--- src/rtl/t03_vga_pkg.sv ---
// Shared VGA timing source for the team_03 path: counter width, default
// geometry, comparator sync/window constants and the counter FSM states.
package t03_vga_pkg;

    localparam int CNT_W       = 11;
    localparam int H_TOTAL_DEF = 211;
    localparam int V_TOTAL_DEF = 640;
    localparam int DIV_DEF     = 5;

    // Comparator decode: hsync is low for Hcnt 0..HSYNC_END-1, vsync likewise.
    localparam int HSYNC_END   = 25;
    localparam int H_DISP_BEG  = 40;
    localparam int H_DISP_END  = 200;
    localparam int VSYNC_END   = 2;
    localparam int V_DISP_BEG  = 35;
    localparam int V_DISP_END  = 515;

    typedef enum logic {
        IDLE = 1'b0,
        RUN  = 1'b1
    } vga_state_e;

    function automatic logic [CNT_W-1:0] last_count(input int total);
        return CNT_W'(total - 1);
    endfunction

endpackage

--- src/rtl/t03_tick_gen.sv ---
// Pixel-tick prescaler: divides enabled clk cycles by DIV and flags the
// last cycle of each group as the counter advance tick.
module t03_tick_gen #(
    parameter int DIV = 5
) (
    input  logic clk,
    input  logic nrst,
    input  logic en,
    input  logic clear,
    output logic tick
);

    localparam int DW = (DIV > 1) ? $clog2(DIV) : 1;
    localparam logic [DW-1:0] DIV_LAST = DW'(DIV - 1);

    logic [DW-1:0] div_q;
    logic [DW-1:0] div_d;
    logic          last_s;

    assign last_s = (div_q == DIV_LAST);
    // Gated by nrst so a DIV=1 build cannot report a tick while held in reset.
    assign tick   = en && !clear && nrst && last_s;

    // Prescaler next state: clear wins, freeze while disabled.
    always_comb begin
        div_d = div_q;
        if (clear) begin
            div_d = '0;
        end else if (en) begin
            if (last_s) begin
                div_d = '0;
            end else begin
                div_d = div_q + DW'(1);
            end
        end else begin
            div_d = div_q;
        end
    end

    // Prescaler register.
    always_ff @(posedge clk or negedge nrst) begin
        if (!nrst) begin
            div_q <= '0;
        end else begin
            div_q <= div_d;
        end
    end

endmodule

--- src/rtl/t03_vga_counter.sv ---
// Horizontal/vertical position generator with run/restart control,
// line/frame strobes and a completed-frame counter.
module t03_vga_counter
    import t03_vga_pkg::*;
#(
    parameter int H_TOTAL = H_TOTAL_DEF,
    parameter int V_TOTAL = V_TOTAL_DEF,
    parameter int DIV     = DIV_DEF
) (
    input  logic             clk,
    input  logic             nrst,
    input  logic             en,
    input  logic             restart,
    output logic [CNT_W-1:0] Hcnt,
    output logic [CNT_W-1:0] Vcnt,
    output logic             tick,
    output logic             line_end,
    output logic             frame_end,
    output logic [7:0]       frame_cnt
);

    localparam logic [CNT_W-1:0] H_LAST = last_count(H_TOTAL);
    localparam logic [CNT_W-1:0] V_LAST = last_count(V_TOTAL);

    vga_state_e       state_q;
    vga_state_e       state_d;
    logic [CNT_W-1:0] hcnt_q;
    logic [CNT_W-1:0] hcnt_d;
    logic [CNT_W-1:0] vcnt_q;
    logic [CNT_W-1:0] vcnt_d;
    logic [7:0]       frame_q;
    logic [7:0]       frame_d;
    logic             tick_s;
    logic             h_last_s;
    logic             v_last_s;

    t03_tick_gen #(
        .DIV (DIV)
    ) u_tick_gen (
        .clk   (clk),
        .nrst  (nrst),
        .en    (en),
        .clear (restart),
        .tick  (tick_s)
    );

    assign h_last_s  = (hcnt_q == H_LAST);
    assign v_last_s  = (vcnt_q == V_LAST);
    assign tick      = tick_s;
    assign line_end  = tick_s && h_last_s;
    assign frame_end = tick_s && h_last_s && v_last_s;
    assign Hcnt      = hcnt_q;
    assign Vcnt      = vcnt_q;
    assign frame_cnt = frame_q;

    // Run-state next state; restart always returns to IDLE.
    always_comb begin
        state_d = state_q;
        case (state_q)
            IDLE: begin
                if (en) begin
                    state_d = RUN;
                end else begin
                    state_d = IDLE;
                end
            end
            RUN:     state_d = RUN;
            default: state_d = IDLE;
        endcase
        if (restart) begin
            state_d = IDLE;
        end else begin
            state_d = state_d;
        end
    end

    // Position and frame counters advance only on tick; wraps cascade H->V->frame.
    always_comb begin
        hcnt_d  = hcnt_q;
        vcnt_d  = vcnt_q;
        frame_d = frame_q;
        if (restart) begin
            hcnt_d  = '0;
            vcnt_d  = '0;
            frame_d = 8'd0;
        end else if (tick_s) begin
            if (h_last_s) begin
                hcnt_d = '0;
                if (v_last_s) begin
                    vcnt_d  = '0;
                    frame_d = frame_q + 8'd1;
                end else begin
                    vcnt_d = vcnt_q + CNT_W'(1);
                end
            end else begin
                hcnt_d = hcnt_q + CNT_W'(1);
            end
        end else begin
            hcnt_d = hcnt_q;
        end
    end

    // State and counter registers.
    always_ff @(posedge clk or negedge nrst) begin
        if (!nrst) begin
            state_q <= IDLE;
            hcnt_q  <= '0;
            vcnt_q  <= '0;
            frame_q <= 8'd0;
        end else begin
            state_q <= state_d;
            hcnt_q  <= hcnt_d;
            vcnt_q  <= vcnt_d;
            frame_q <= frame_d;
        end
    end

endmodule

--- config.mk ---
export PLATFORM = sky130hd
export DESIGN_NAME = t03_vga_counter
export DESIGN_NICKNAME = d
export VERILOG_FILES = /design/src/rtl/t03_vga_pkg.sv /design/src/rtl/t03_tick_gen.sv /design/src/rtl/t03_vga_counter.sv
export SDC_FILE = /design/constraint.sdc
export NUM_CORES = 1
export LEC_CHECK = 0
export ABC_AREA = 1
export BUFFER_PORTS_ARGS = -buffer_cell sky130_fd_sc_hd__buf_2
export CAP_MARGIN = 20
export CORE_ASPECT_RATIO = 0.8
export CORE_MARGIN = 3
export CORE_UTILIZATION = 55
export DETAILED_ROUTE_END_ITERATION = 8
export PLACE_DENSITY = 0.81
export SYNTH_ARGS = -nofsm -noshare
export SYNTH_HDL_FRONTEND = slang
export SYNTH_HIERARCHICAL = 1
export SYNTH_SLANG_ARGS = --single-unit
--- constraint.sdc ---
create_clock -name clk -period 1.9 [get_ports clk]
set_input_delay 0.38 -clock clk [delete_from_list [all_inputs] [get_ports clk]]
set_output_delay 0.38 -clock clk [all_outputs]
set_load 0.02 [all_outputs]
Yosys cells after proc, flatten, opt, wreduce, memory -nomap -nowiden --
Cells that the tools add are included.
Word-level totals: register bits after elaboration 33, input bits 4, output and inout port bits 33, word-level logic and storage cells 37
Operators by class: equality and inequality tests 3, reduce and logical (&&, ||, !) cells 12, multiplexer cells 14, add/subtract/negate cells 4
Operator list (number):
- 2-to-1 mux 11 bit | 7
- 2-to-1 mux 8 bit | 4
- adder 11 x 1 -> 11 bit, second input constant | 2
- == test 11 x 10 -> 1 bit, second input constant | 1
- == test 11 x 8 -> 1 bit, second input constant | 1
- 2-to-1 mux 3 bit | 3
- adder 8 x 1 -> 8 bit, second input constant | 1
- nonzero test 2 bit | 4
- logical AND 1 bit | 5
- adder 3 x 1 -> 3 bit, second input constant | 1
- == test 3 bit, second input constant | 1
- AND reduction 3 bit | 1
- AND reduction 2 bit | 1
- logical NOT 1 bit | 1

Logic depth before layout (Yosys ltp) --
depth after elaboration 6, gate-level depth with buffers 10, depth with buffers taken out 10

By module --
Netlist, hierarchy kept.
Modules (own cells, without submodules):
- t03_vga_counter | times used 1, cells each 258, sequential area each 750.7 sq um, area an instance 1913.1 sq um
- t03_tick_gen | times used 1, cells each 28, sequential area each 75.1 sq um, area an instance 203.9 sq um

Least setup slack after synthesis --
OpenSTA, ideal clock, no wires.
path kind reg-to-output, start register u_tick_gen.div_q[0], end output frame_end, data required time 1.520 ns, data arrival time 2.065 ns, path buffers 0, stages on the path, launching flop included 7, path slack -0.545 ns, path through dfrtp_1 inv_1 ha_1 nand2_2 nor3b_2 nand3_2 nor4_1
Between the ends: longest elaborated chain between the ends 4
RTL lines:
- start: declaration | RTL line t03_tick_gen.sv:16 | logic [DW-1:0] div_q;
- start signal: assignment | RTL line t03_tick_gen.sv:45 | div_q <= div_d;
- == test 3 bit | RTL line t03_tick_gen.sv:20 | assign last_s = (div_q == DIV_LAST);
- logical AND 1 bit | RTL line t03_tick_gen.sv:22 | assign tick = en && !clear && nrst && last_s;
- via tick | RTL line t03_vga_counter.sv:16 | output logic tick,
- logical AND 1 bit (2 in series) | RTL line t03_vga_counter.sv:51 | assign frame_end = tick_s && h_last_s && v_last_s;
- end: declaration | RTL line t03_vga_counter.sv:18 | output logic frame_end,
The timed path passes the listed nets, and every way through them passes these cells.

Final worst setup path --
start register u_tick_gen.div_q[0], end output frame_end
Between the ends: longest elaborated chain between the ends 4
RTL lines (RTL line):
- == test 3 bit | t03_tick_gen.sv:20
- logical AND 1 bit | t03_tick_gen.sv:22
- logical AND 1 bit (2 in series) | t03_vga_counter.sv:51
No other way between the ends.

==> impl_metrics.py <==
metrics = {
    "outcome": {
        "outcome": "finished with violations",
        "failed_checks": "negative setup slack",
    },
    "final_layout": {
        "diodes": 0,
        "ff_latch_area_um2": 826,
        "final_design_area_no_fill_um2": 2630,
        "final.fill_count": 280,
        "finish.utilization_pct": 73.9,
        "layout.nets": 352,
        "final_cells": 385,
        "areaGrowthSynthToFinish_pct": 24.4,
        "layout-drive-gt1-share_pct": 28.6,
        "multi_input_area_um2": 1190,
    },
    "floorplanning": {
        "die_h_um": 61.5,
        "design.die.area_um2": 4630,
        "pin_count": 37,
        "initial_utilization_pct": 59.4,
        "rows": 19,
        "core_um2": 3570,
        "die_w_um": 75.4,
    },
    "pwr": {
        "p_sw_mw": 0.395,
        "power_frac_clock_pct": 43.1,
        "ir_drop_mv": 0.475,
        "cellInternalPower_mw": 1.21,
        "p_comb_share_pct": 11.3,
        "power_mw": 1.60,
        "p_leak_nw": 1.37,
        "p_seq_share_pct": 45.6,
        "power_density_nw_per_um2": 609,
        "swShare_pct": 24.6,
    },
    "critical_path": {
        "path_class": "flop to output pin",
        "crit_fanout": 3,
        "rrSetupSlack_ns": 0.11,
        "required_ns": 1.52,
        "cp.arrival_ns": 1.67,
        "cp-end-kind": "output pin",
        "critPathLaunchType": "flop",
    },
    "timing": {
        "fin_ws_ns": -0.148,
        "period_needed_ns": 2.05,
        "slew_violations": 0,
        "setup_violations": 2,
        "skew_ns": 0.00419,
        "max_slew_margin_pct": 71.9,
        "holdWs_ns": 0.143,
        "fin_crit_sh_pct": 108,
        "worstMarginPinSlew_ns": 0.421,
        "tns_ns": -0.198,
        "rsz0062_at_grt": "yes",
        "finalHoldViolCount": 0,
        "fmax_mhz": 488,
    },
    "synthesis": {
        "syn-instance-count": 286,
        "yosysTopAreaCell": "dfrtp_1",
        "ys.flop_type": "dfrtp_1",
        "synth_edf_count": 0,
        "synth.avg_cell_area_um2": 7.40,
        "yosys-top-cells-area": "dfrtp_1, nand2_1, nand3_1",
        "async_flop_share_pct": 100,
        "yosysMostFrequentCell": "nand2_1",
        "netlist_area_um2": 2120,
        "ys_types": 34,
        "synth_top_area_share_pct": 39.0,
        "syn_nets": 296,
        "synth_seq_cells": 33,
        "ys_seq_area_share_pct": 39.0,
        "yosys_warnings": 6,
        "synth_common_cells": "nand2_1, nand3_1, dfrtp_1",
    },
    "placement": {
        "gp_congestion": 0.935,
        "dp_slack_ns": 0.0567,
        "dp.cells": 370,
        "place_area_um2": 2400,
        "portBuffers": 36,
        "dp_hpwl_um": 3530,
    },
    "clock_tree": {
        "cts_sinks": 33,
        "clockBufferDepth": 2,
        "cts_tree": "yes",
        "clockRootBuffer": "clkbuf_8",
        "cts_inserted_buffers": 5,
        "clk_pin_slew_worst_paths_ns": 0.07,
        "hold_buffers": 0,
        "htreeDepth": 2,
        "clkLatencyLatePin_ns": 0.29,
    },
    "min_path": {
        "holdCritPathClass": "input port to asynchronous set/reset pin",
    },
    "global_routing": {
        "grt_antenna_before_repair": 0,
        "grt_pass1_vias": 1743,
        "grt_max_degree": 34,
        "track_usage_pct": 23.3,
        "grt_first_pass_wirelength_um": 8070,
        "gr-total-overflow": 0,
    },
    "drt": {
        "wl_per_cell_um": 13.6,
        "detailedRoute.firstPassIterationCount": 4,
        "ant_nets": 0,
        "drc": 0,
        "vias": 2106,
        "routed_wl_um": 5230,
        "via_per_inst": 5.47,
        "drtIter0Drc": 193,
    },
    "flow_run": {
        "drv_cap": 0,
    },
}
## sequential cells by signal, summed over array words and instances, names as in the netlist
name,count
Vcnt,11
Hcnt,11
u_tick_gen/div_q,3
frame_cnt,8
## final cells by class
cell class                      count  area share, %
Clock inverter                      1           1.14
Multi-Input combinational cell    217           45.2
Tap cell                           42           2.00
Timing Repair Buffer               53           12.3
Sequential cell                    33           31.4
Clock buffer                        7           3.28
Inverter                           32           4.75
## routing by layer
metal | vias to the layer above | routed length (um) | global-route usage [%]
met5 | - | 0 | 0
met4 | 0 | 83 | 9.98
met3 | 9 | 438 | 5.38
met2 | 82 | 2430 | 35.4
met1 | 986 | 2280 | 32.1
li1 | 1029 | - | -
## cell families (layout without fill, tap and decap cells)
kind of cell / count (synthesis) / in the layout / share of synthesized area, %
compound gates: 19 / 19 / 5.73
xor+xnor: 6 / 6 / 2.48
fa+ha+maj: 6 / 6 / 3.55
buf+inv: 36 / 93 / 7.80
flops: 33 / 33 / 39.0
simple gates: 186 / 186 / 41.4
## cells in the final DEF (no fill, tap or decap), drive strengths merged, types with 2 or more instances in the layout
cell type,netlist,final
nand2,94,94
buf,4,53
nand3,37,37
nor2,36,36
dfrtp,33,33
inv,32,32
o21ai,14,14
nand4,7,7
clkbuf,0,7
ha,6,6
xor2,5,5
nor3,5,5
nor3b,3,3
a21oi,2,2
## power groups by stage
stage          logic [mW]  clock network (mW)  registers [mW]
6_report            0.181               0.692           0.731
5_1_grt             0.197               0.735           0.733
4_1_cts             0.166               0.698           0.731
3_5_place_dp        0.151                   0           0.744
3_3_place_gp        0.149                   0           0.743
2_1_floorplan      0.0825                   0           0.760
## path summary, 6_finish.rpt
path / endpoint / from / depth (start not counted)
min in group clk: u_tick_gen/div_q[1] / en / 3
setup / recovery: frame_end / u_tick_gen/div_q[0] / 7
hold / removal: Hcnt[2] / nrst / 2
max in group asynchronous: frame_cnt[5] / nrst / 2
hold reg to reg: frame_cnt[7] / frame_cnt[7] / 2
setup reg to reg: Hcnt[4] / u_tick_gen/div_q[0] / 11
## critical path: stages, from the launching register on
cell and delay, ns:
dfrtp_1 0.39, inv_2 0.08, ha_4 0.13, nand2_4 0.05, nor3b_4 0.25, nand3_4 0.15, nor4_4 0.14, buf_4 0.17
## what timing repair did
action	4_1_cts	5_1_grt
resized for setup	11	7
setup endpoints to repair	3	4
buffers inserted	4	4
pin swaps	2	5
Note: power is estimated with default switching activity, not from simulation.
